**src/rtl/codificador_teclas.sv**
```systemverilog
`default_nettype none
// ============================================================================
//  Module      : codificador_teclas
//  Description : Debounced priority encoder for a 12-key piano keyboard.
//                Synchronises the raw keys, picks the lowest pressed key,
//                waits for DEBOUNCE_CYCLES stable clocks, and then publishes
//                the note code (key index + 1, 0 = none) with a one-clock
//                nota_valida pulse. Release is debounced the same way.
//  Build macro : CODIFICADOR_TECLAS_SINCRONIZADOR_EN - when defined, a 2-flop
//                synchronizer sits in front of the encoder (latency N+3);
//                when undefined, keys feed the encoder directly (latency N+1).
//  Revision    : 1.0 - initial release
// ============================================================================
module codificador_teclas #(
    parameter int CLOCK_FREQ      = 50000000,
    parameter int DEBOUNCE_CYCLES = CLOCK_FREQ / 100
) (
    input  logic        clock,
    input  logic        reset,
    input  logic [11:0] teclas,
    output logic [3:0]  botoes_encoded,
    output logic        nota_valida,
    output logic [1:0]  db_estado
);

    // Counter only ever needs to reach N-1; keep at least one bit for N=1.
    localparam int c_cnt_w = (DEBOUNCE_CYCLES > 1) ? $clog2(DEBOUNCE_CYCLES) : 1;
    localparam logic [c_cnt_w-1:0] c_last = c_cnt_w'(DEBOUNCE_CYCLES - 1);
    localparam logic [c_cnt_w-1:0] c_one  = c_cnt_w'(1);

    typedef enum logic [1:0] {
        OCIOSO      = 2'd0,
        ESTABILIZA  = 2'd1,
        PRESSIONADO = 2'd2,
        SOLTA       = 2'd3
    } estado_t;

    estado_t              r_state, w_state_next;
    logic [c_cnt_w-1:0]   r_cnt, w_cnt_next;
    logic [3:0]           r_cand, w_cand_next;
    logic [3:0]           r_code, w_code_next;
    logic                 r_pulse, w_pulse_next;

    logic [11:0]          w_sync;
    logic [3:0]           w_prio;
    logic                 w_held;

`ifdef CODIFICADOR_TECLAS_SINCRONIZADOR_EN
    logic [11:0] r_meta;
    logic [11:0] r_sync;

    // Two-flop synchronizer for the asynchronous key lines.
    always_ff @(posedge clock) begin
        if (reset) begin
            r_meta <= 12'd0;
            r_sync <= 12'd0;
        end else begin
            r_meta <= teclas;
            r_sync <= r_meta;
        end
    end

    assign w_sync = r_sync;
`else
    assign w_sync = teclas;
`endif

    // Lowest pressed key wins; scanning downwards lets the lowest index overwrite.
    always_comb begin
        w_prio = 4'd0;
        for (int i = 11; i >= 0; i--) begin
            if (w_sync[i]) begin
                w_prio = 4'(i + 1);
            end
        end
    end

    // Current level of the key that was accepted as the candidate.
    always_comb begin
        w_held = 1'b0;
        for (int i = 0; i < 12; i++) begin
            if (r_cand == 4'(i + 1)) begin
                w_held = w_sync[i];
            end
        end
    end

    // Next-state and next-output logic of the debounce FSM.
    always_comb begin
        w_state_next = r_state;
        w_cnt_next   = r_cnt;
        w_cand_next  = r_cand;
        w_code_next  = r_code;
        w_pulse_next = 1'b0;
        case (r_state)
            OCIOSO: begin
                if (w_prio != 4'd0) begin
                    w_cand_next  = w_prio;
                    w_cnt_next   = '0;
                    w_state_next = ESTABILIZA;
                end
            end
            ESTABILIZA: begin
                if (w_prio != r_cand) begin
                    w_state_next = OCIOSO;
                end else if (r_cnt == c_last) begin
                    w_state_next = PRESSIONADO;
                    w_code_next  = r_cand;
                    w_pulse_next = 1'b1;
                end else begin
                    w_cnt_next = r_cnt + c_one;
                end
            end
            PRESSIONADO: begin
                // Other keys are deliberately ignored while the candidate is held.
                if (!w_held) begin
                    w_state_next = SOLTA;
                    w_cnt_next   = '0;
                end
            end
            SOLTA: begin
                // A bounce back to pressed re-arms the hold without a new pulse.
                if (w_held) begin
                    w_state_next = PRESSIONADO;
                    w_cnt_next   = '0;
                end else if (r_cnt == c_last) begin
                    w_state_next = OCIOSO;
                    w_code_next  = 4'd0;
                end else begin
                    w_cnt_next = r_cnt + c_one;
                end
            end
            default: begin
                w_state_next = OCIOSO;
            end
        endcase
    end

    // State, counter, candidate and output registers.
    always_ff @(posedge clock) begin
        if (reset) begin
            r_state <= OCIOSO;
            r_cnt   <= '0;
            r_cand  <= 4'd0;
            r_code  <= 4'd0;
            r_pulse <= 1'b0;
        end else begin
            r_state <= w_state_next;
            r_cnt   <= w_cnt_next;
            r_cand  <= w_cand_next;
            r_code  <= w_code_next;
            r_pulse <= w_pulse_next;
        end
    end

    assign botoes_encoded = r_code;
    assign nota_valida    = r_pulse;
    assign db_estado      = r_state;

endmodule
`default_nettype wire

```
**config.mk**
```make
export PLATFORM = sky130hd
export DESIGN_NAME = codificador_teclas
export DESIGN_NICKNAME = d
export VERILOG_FILES = /design/src/rtl/codificador_teclas.sv
export SDC_FILE = /design/constraint.sdc
export NUM_CORES = 1
export LEC_CHECK = 0
export ABC_AREA = 1
export CORE_MARGIN = 2
export CORE_UTILIZATION = 47
export CTS_CLUSTER_SIZE = 16
export DETAILED_ROUTE_END_ITERATION = 10
export PLACE_DENSITY_LB_ADDON = 0.25
export SLEW_MARGIN = 5
export SYNTH_ARGS = -nofsm -noshare
export SYNTH_HDL_FRONTEND = slang
export SYNTH_SLANG_ARGS = --single-unit
```
**constraint.sdc**
```tcl
create_clock -name clock -period 3.23 [get_ports clock]
set_clock_uncertainty 0.15 [all_clocks]
set_input_delay 0.646 -clock clock [delete_from_list [all_inputs] [get_ports clock]]
set_output_delay 0.646 -clock clock [all_outputs]
set_load 0.02 [all_outputs]
```
==> flow_summary_export.csv, run 1 <==
group,metric,value,unit
run_status,status,"finished clean",
pwr,irDropWorstVdd,0.000286,V
critical_path,cp-start-kind,"primary input",
die,die-area,0.00500,mm2
critical_path,timing.critical_path.mode_cell,"nand2_1",
critical_path,crit_fanout,19,
cells_and_area,drive_above_1_share,0.121,
worst_hold_path,hp-class,"reg -> reg",
die,core-area,0.00432,mm2
synth,synth_compound_area_frac,0.140,
die,fp.dieW,70.7,um
run,drv_cap,0,
detailed_routing,ant_nets,0,
clock_tree,clockRootBuffer,"clkbuf_8",
synth,yosys_warnings,0,
critical_path,cpMaxStageDelayCell,"clkdlybuf4s50_1",
sta,setup_viol,0,
sta,min_period,2470,ps
critical_path,cp-end-kind,"register",
sta,finalSetupTns,0,ps
detailed_routing,post_drt_wl_per_cell,11.7,um
synth,yosysSeqAreaShare,0.287,
clock_tree,numCtsBuffers,5,
clock_tree,clk_latency,290,ps
sta,holdWs,313,ps
critical_path,cp_slowest_stage_delay,490,ps
synth,muxShareOfSynthArea,0,
placed_design,dp_hpwl,3.48,mm
clock_tree,cts_tree,"done",
synth,synth_fa_ha_area_frac,0.00598,
pwr,cellLeakagePower,0.959,nW
global_route,track_usage,0.199,
die,num_rows,24,
cells_and_area,num_antenna_cells,0,
detailed_routing,num_vias,2059,
clock_tree,cts-hold-fix-buffers,0,
synth,synthXorXnorAreaFrac,0.0628,
clock_tree,post_cts_buffers,0,
clock_tree,clk_pin_slew,70,ps
synth,synthDistinctLibCells,27,
cells_and_area,fin_nets,369,
cells_and_area,ff_latch_area,601,um2
detailed_routing,wl,4.74,mm
critical_path,r2r_start,"r_cnt[0]",
sta,fin_crit_sh,0.765,
critical_path,setup.worst_path.class,"in -> reg",
detailed_routing,drtIter0Drc,129,
cells_and_area,filler_cell_count,445,
pwr,power_density,498,mW/mm2
clock_tree,cts_buffer_depth,2,
clock_tree,htreeDepth,2,
synth,synth.ff_latch_count,30,
global_route,grt_pass1_wl,8.09,mm
critical_path,reg2reg_to,"botoes_encoded[2]",
detailed_routing,route.detailed.drc,0,
synth,syn_avg_cell_area,6.30,um2
sta,hold_viol_final,0,
detailed_routing,firstDrtPassIters,4,
sta,tightest_slew,700,ps
cells_and_area,final_core_util,0.558,
worst_hold_path,hold_end,"botoes_encoded[1]",
global_route,overflow,0,
worst_hold_path,hp-start,"botoes_encoded[1]",
detailed_routing,routed_via_density,5.06,
worst_hold_path,hold-path-cell-count,2,
placed_design,globalplace.congestion,0.843,
placed_design,io_buffers,20,
die,initial_core_util,0.484,
critical_path,worstPathArrival,2540,ps
sta,fmax,404,MHz
clock_tree,cts_resized,0,
critical_path,crit_chain,"clkdlybuf4s50_1, inv_1, nand2_1, inv_2, nand2_2, clkinv_1, nand2_1, nand2_1, nand2_1, nand4_1, nor2_1, nand2_1, nor2_2, nand2_2, nand2_4, nand2_1, a21oi_2",
synth,syn-num-nets,347,
sta,slew_viol_final,0,
global_route,antenna_found_initial,0,
synth,synth_top_family_by_area,"simple AND/OR/NAND/NOR gates",
die,die_h,70.7,um
clock_tree,clock-sinks,30,
sta,slew_headroom,0.532,
synth,netlist_instances,332,
global_route,grt_max_degree,20,
synth,synth_simple_gate_area_share,0.393,
sta,grt_setup_unrepaired,"false",
critical_path,cp.required,3290,ps
global_route,grt_pass1_vias,1903,
synth,synth.cell_area,0.00209,mm2
cells_and_area,multi_input_area,0.00126,mm2
critical_path,r2r_setup_slack,790,ps
cells_and_area,syn_to_final_growth,15.4,%
die,ios,21,
critical_path,ff2ff_path_depth,10,
registers in the layout (all words and copies together), names as in the netlist:
signal	flops
botoes_encoded	4
db_estado	2
nota_valida	1
r_cand	4
r_cnt	19
stage by stage:
step / cells / instance area (um2) / worst slack [ps] / total power [W]
global route: 407 / 2410 / 493 / 0.00129
detailed placement: 399 / 2320 / 466 / 0.000887
floorplan: 332 / 2090 / 1110 / 0.000794
CTS: 407 / 2410 / 767 / 0.00121
finish: 407 / 2410 / 757 / 0.00120
global placement: 399 / 2320 / 514 / 0.000885
cell families (layout without fill, tap and decap cells):
logic type | Yosys count | after routing
compound gates | 48 | 48
xor+xnor | 15 | 15
fa+ha+maj | 1 | 1
buf+inv | 56 | 79
flops | 30 | 30
simple gates | 182 | 182
per-layer routing:
metal	vias up	wire length, um	global-route usage
met1	918	2260	0.239
met4	0	59	0.0629
li1	1107	-	-
met2	28	2270	0.352
met5	-	0	0
met3	6	153	0.0470
cell usage after synthesis (all sizes together):
cell type / number / area [um2]
nand3: 31 / 160
clkbuf: 2 / 7.51
xnor2: 3 / 26.3
a21oi: 37 / 230
o21ai: 10 / 50.1
nor2: 26 / 108
nor4: 5 / 31.3
inv: 49 / 184
nand4: 7 / 43.8
a211oi: 1 / 12.5
clkinv: 1 / 3.75
xor2: 12 / 105
ha: 1 / 12.5
dfxtp: 30 / 601
nand2: 105 / 428
nor3: 8 / 50.1
buf: 4 / 37.5
critical path, delay by kind of cell:
kind	cells	cell delay, ps
buf+inv	4	650
simple gates	12	1110
compound gates	1	120
power breakdown:
group,switching (W),internal [W],leakage [nW]
Clock,0.000153,0.000171,0.0472
Combinational,0.000297,0.000143,0.669
Sequential,0.0000423,0.000397,0.243
Total,0.000492,0.000711,0.959
cells in the final DEF (no fill, tap or decap), drive strengths merged, types with 6 or more instances in the layout:
cell type | netlist | final
nand2 | 105 | 105
inv | 49 | 49
a21oi | 37 | 37
nand3 | 31 | 31
dfxtp | 30 | 30
nor2 | 26 | 26
clkdlybuf4s50 | 0 | 20
xor2 | 12 | 12
o21ai | 10 | 10
nor3 | 8 | 8
nand4 | 7 | 7
clkbuf | 2 | 6
worst max path at each step:
stage / startpoint / end / cells after the start
6_report: teclas[4] / r_cnt[9] / 17
5_1_grt: teclas[6] / r_cnt[12] / 14
4_1_cts: teclas[4] / r_cnt[9] / 17
3_5_place_dp: teclas[10] / r_cnt[9] / 14
3_3_place_gp: teclas[8] / r_cnt[9] / 17
2_1_floorplan: teclas[5] / r_cnt[8] / 13
area by class of cell:
cell class                 count  share of cell area
multi-input combinational    246               0.521
sequential                    30               0.249
timing repair buffer          21              0.0861
inverter                      50              0.0778
clock buffer                   6              0.0342
tap                           52              0.0270
clock inverter                 2             0.00518
(Power assumes the default switching activity.)
==> run 2, diff against run 1 <==
==> constraint.sdc (replaced) <==
create_clock -name clock -period 2.4 [get_ports clock]
set_clock_uncertainty 0.15 [all_clocks]
set_input_delay 0.48 -clock clock [delete_from_list [all_inputs] [get_ports clock]]
set_output_delay 0.48 -clock clock [all_outputs]
set_load 0.02 [all_outputs]
==> flow_summary_export.csv, run 2 (same netlist as run 1, synthesis figures left out) <==
group,metric,value,unit
detailed_routing,post_drt_wl_per_cell,12.7,um
worst_hold_path,hp-class,"reg -> reg",
sta,grt_setup_unrepaired,"true",
critical_path,worstPathArrival,2420,ps
detailed_routing,num_vias,2219,
critical_path,cpMaxStageDelayCell,"clkdlybuf4s50_1",
detailed_routing,ant_nets,0,
cells_and_area,fin_nets,391,
critical_path,timing.critical_path.mode_cell,"nand2_1",
sta,setup_viol,0,
clock_tree,clk_latency,280,ps
sta,tightest_slew,729,ps
global_route,use_met1,0.241,
clock_tree,cts_tree,"done",
die,ios,21,
die,num_rows,24,
global_route,grt_max_degree,26,
clock_tree,htreeDepth,2,
cells_and_area,final_core_util,0.631,
clock_tree,cts-hold-fix-buffers,0,
clock_tree,cts_resized,0,
detailed_routing,wl,5.44,mm
pwr,irDropWorstVdd,0.000442,V
cells_and_area,top_register,"r_cnt",
sta,holdWs,308,ps
sta,slew_headroom,0.513,
die,die-area,0.00500,mm2
pwr,power_density,711,mW/mm2
clock_tree,numCtsBuffers,5,
sta,fmax,424,MHz
critical_path,cp.required,2460,ps
die,core-area,0.00432,mm2
clock_tree,clk_pin_slew,60,ps
detailed_routing,firstDrtPassIters,4,
clock_tree,cts_buffer_depth,2,
cells_and_area,drive_above_1_share,0.205,
die,initial_core_util,0.484,
pwr,cellLeakagePower,1.17,nW
die,die_h,70.7,um
critical_path,setup.worst_path.class,"in -> reg",
cells_and_area,final_cell_mix,"nand2_1 (93), inv_1 (41), dfxtp_1 (30), nand3_1 (28), a21oi_1 (24)",
clock_tree,post_cts_buffers,0,
placed_design,io_buffers,20,
critical_path,crit_fanout,9,
global_route,met3_usage,0.0313,
clock_tree,clock-sinks,30,
global_route,top_usage_layer,"met2",
placed_design,dp_hpwl,3.57,mm
run,drv_cap,0,
detailed_routing,routed_via_density,5.18,
cells_and_area,num_antenna_cells,0,
cells_and_area,syn_to_final_growth,30.5,%
sta,fin_crit_sh,0.982,
detailed_routing,drtIter0Drc,115,
global_route,grt_pass1_wl,8.53,mm
placed_design,globalplace.congestion,0.830,
pwr,finalPower,0.00194,W
sta,slew_viol_final,0,
detailed_routing,route.detailed.drc,0,
global_route,grt_pass1_vias,2088,
cells_and_area,final_common_cell,"nand2_1",
sta,hold_viol_final,0,
global_route,overflow,0,
critical_path,cp-start-kind,"primary input",
global_route,grt_use_met2,0.367,
run_status,status,"finished clean",
die,fp.dieW,70.7,um
global_route,antenna_found_initial,0,
global_route,track_usage,0.204,
sta,min_period,2360,ps
clock_tree,clockRootBuffer,"clkbuf_8",
cells_and_area,largest_reg_flops,19,
critical_path,crit_chain,"clkdlybuf4s50_1, nor2_2, nand2_1, nor2_2, nand2_1, nand2_1, nand4_1, nor2_4, nand2_2, nor2_4, nand2_4, nand2_4, nand2_1, a21oi_2",
critical_path,cp-end-kind,"register",
critical_path,cp_slowest_stage_delay,430,ps
## run 2: cell count changes in the layout (fill, tap and decap cells not counted), sizes merged
cell           before  now
nand2             105  110
clkdlybuf4s50      20   13
buf                 1   18
bufinv              0    1
clkinv              2    1
dlymetal6s2s        0    7
clkinvlp            1    0
## run 2: routing by layer
metal | up-vias | routed length [um]
met3 | 15 | 219
met5 | - | 0
li1 | 1155 | -
met1 | 1006 | 2300
met2 | 43 | 2780
met4 | 0 | 137
## run 2: cell type report
class	instances	area, um2
fillers	410	1600
multi-input cells	251	1410
flip-flops and latches	30	601
repair buffers	38	353
inverters	50	188
clock buffers	6	82.6
well taps	52	65.1
clock inverters	1	30.0
## run 2: path summary, 6_finish.rpt
kind                           from           endpoint  slack (ps)  cells after the start
setup / recovery          teclas[1]          r_cnt[11]          40                     14
hold / removal    botoes_encoded[3]  botoes_encoded[3]         310                      2
setup reg to reg          r_cand[0]           r_cnt[4]         270                     12
hold reg to reg   botoes_encoded[3]  botoes_encoded[3]         310                      2
## run 2: worst max-delay path: cells and delay by family
| kind | cells | cell delay (ps) |
|---|---|---|
| and+or+nand+nor | 12 | 1380 |
| buffers and inverters | 1 | 430 |
| AOI/OAI and AO/OA | 1 | 120 |
## run 2: report_power, final
part	internal [W]	switching [W]	total, W
Combinational	0.000280	0.000549	0.000830
Clock	0.000332	0.000185	0.000517
Sequential	0.000534	0.0000584	0.000593
Total	0.00115	0.000793	0.00194
## run 2: per-stage QoR
step	setup TNS (ps)	std cells	worst slack, ps	instance area (um2)
2_1_floorplan	0	332	444	2090
3_3_place_gp	-2920	416	-140	2450
3_5_place_dp	-3840	416	-183	2450
4_1_cts	0	423	92.3	2560
5_1_grt	-206	428	-30.4	2730
6_report	0	428	43.6	2730
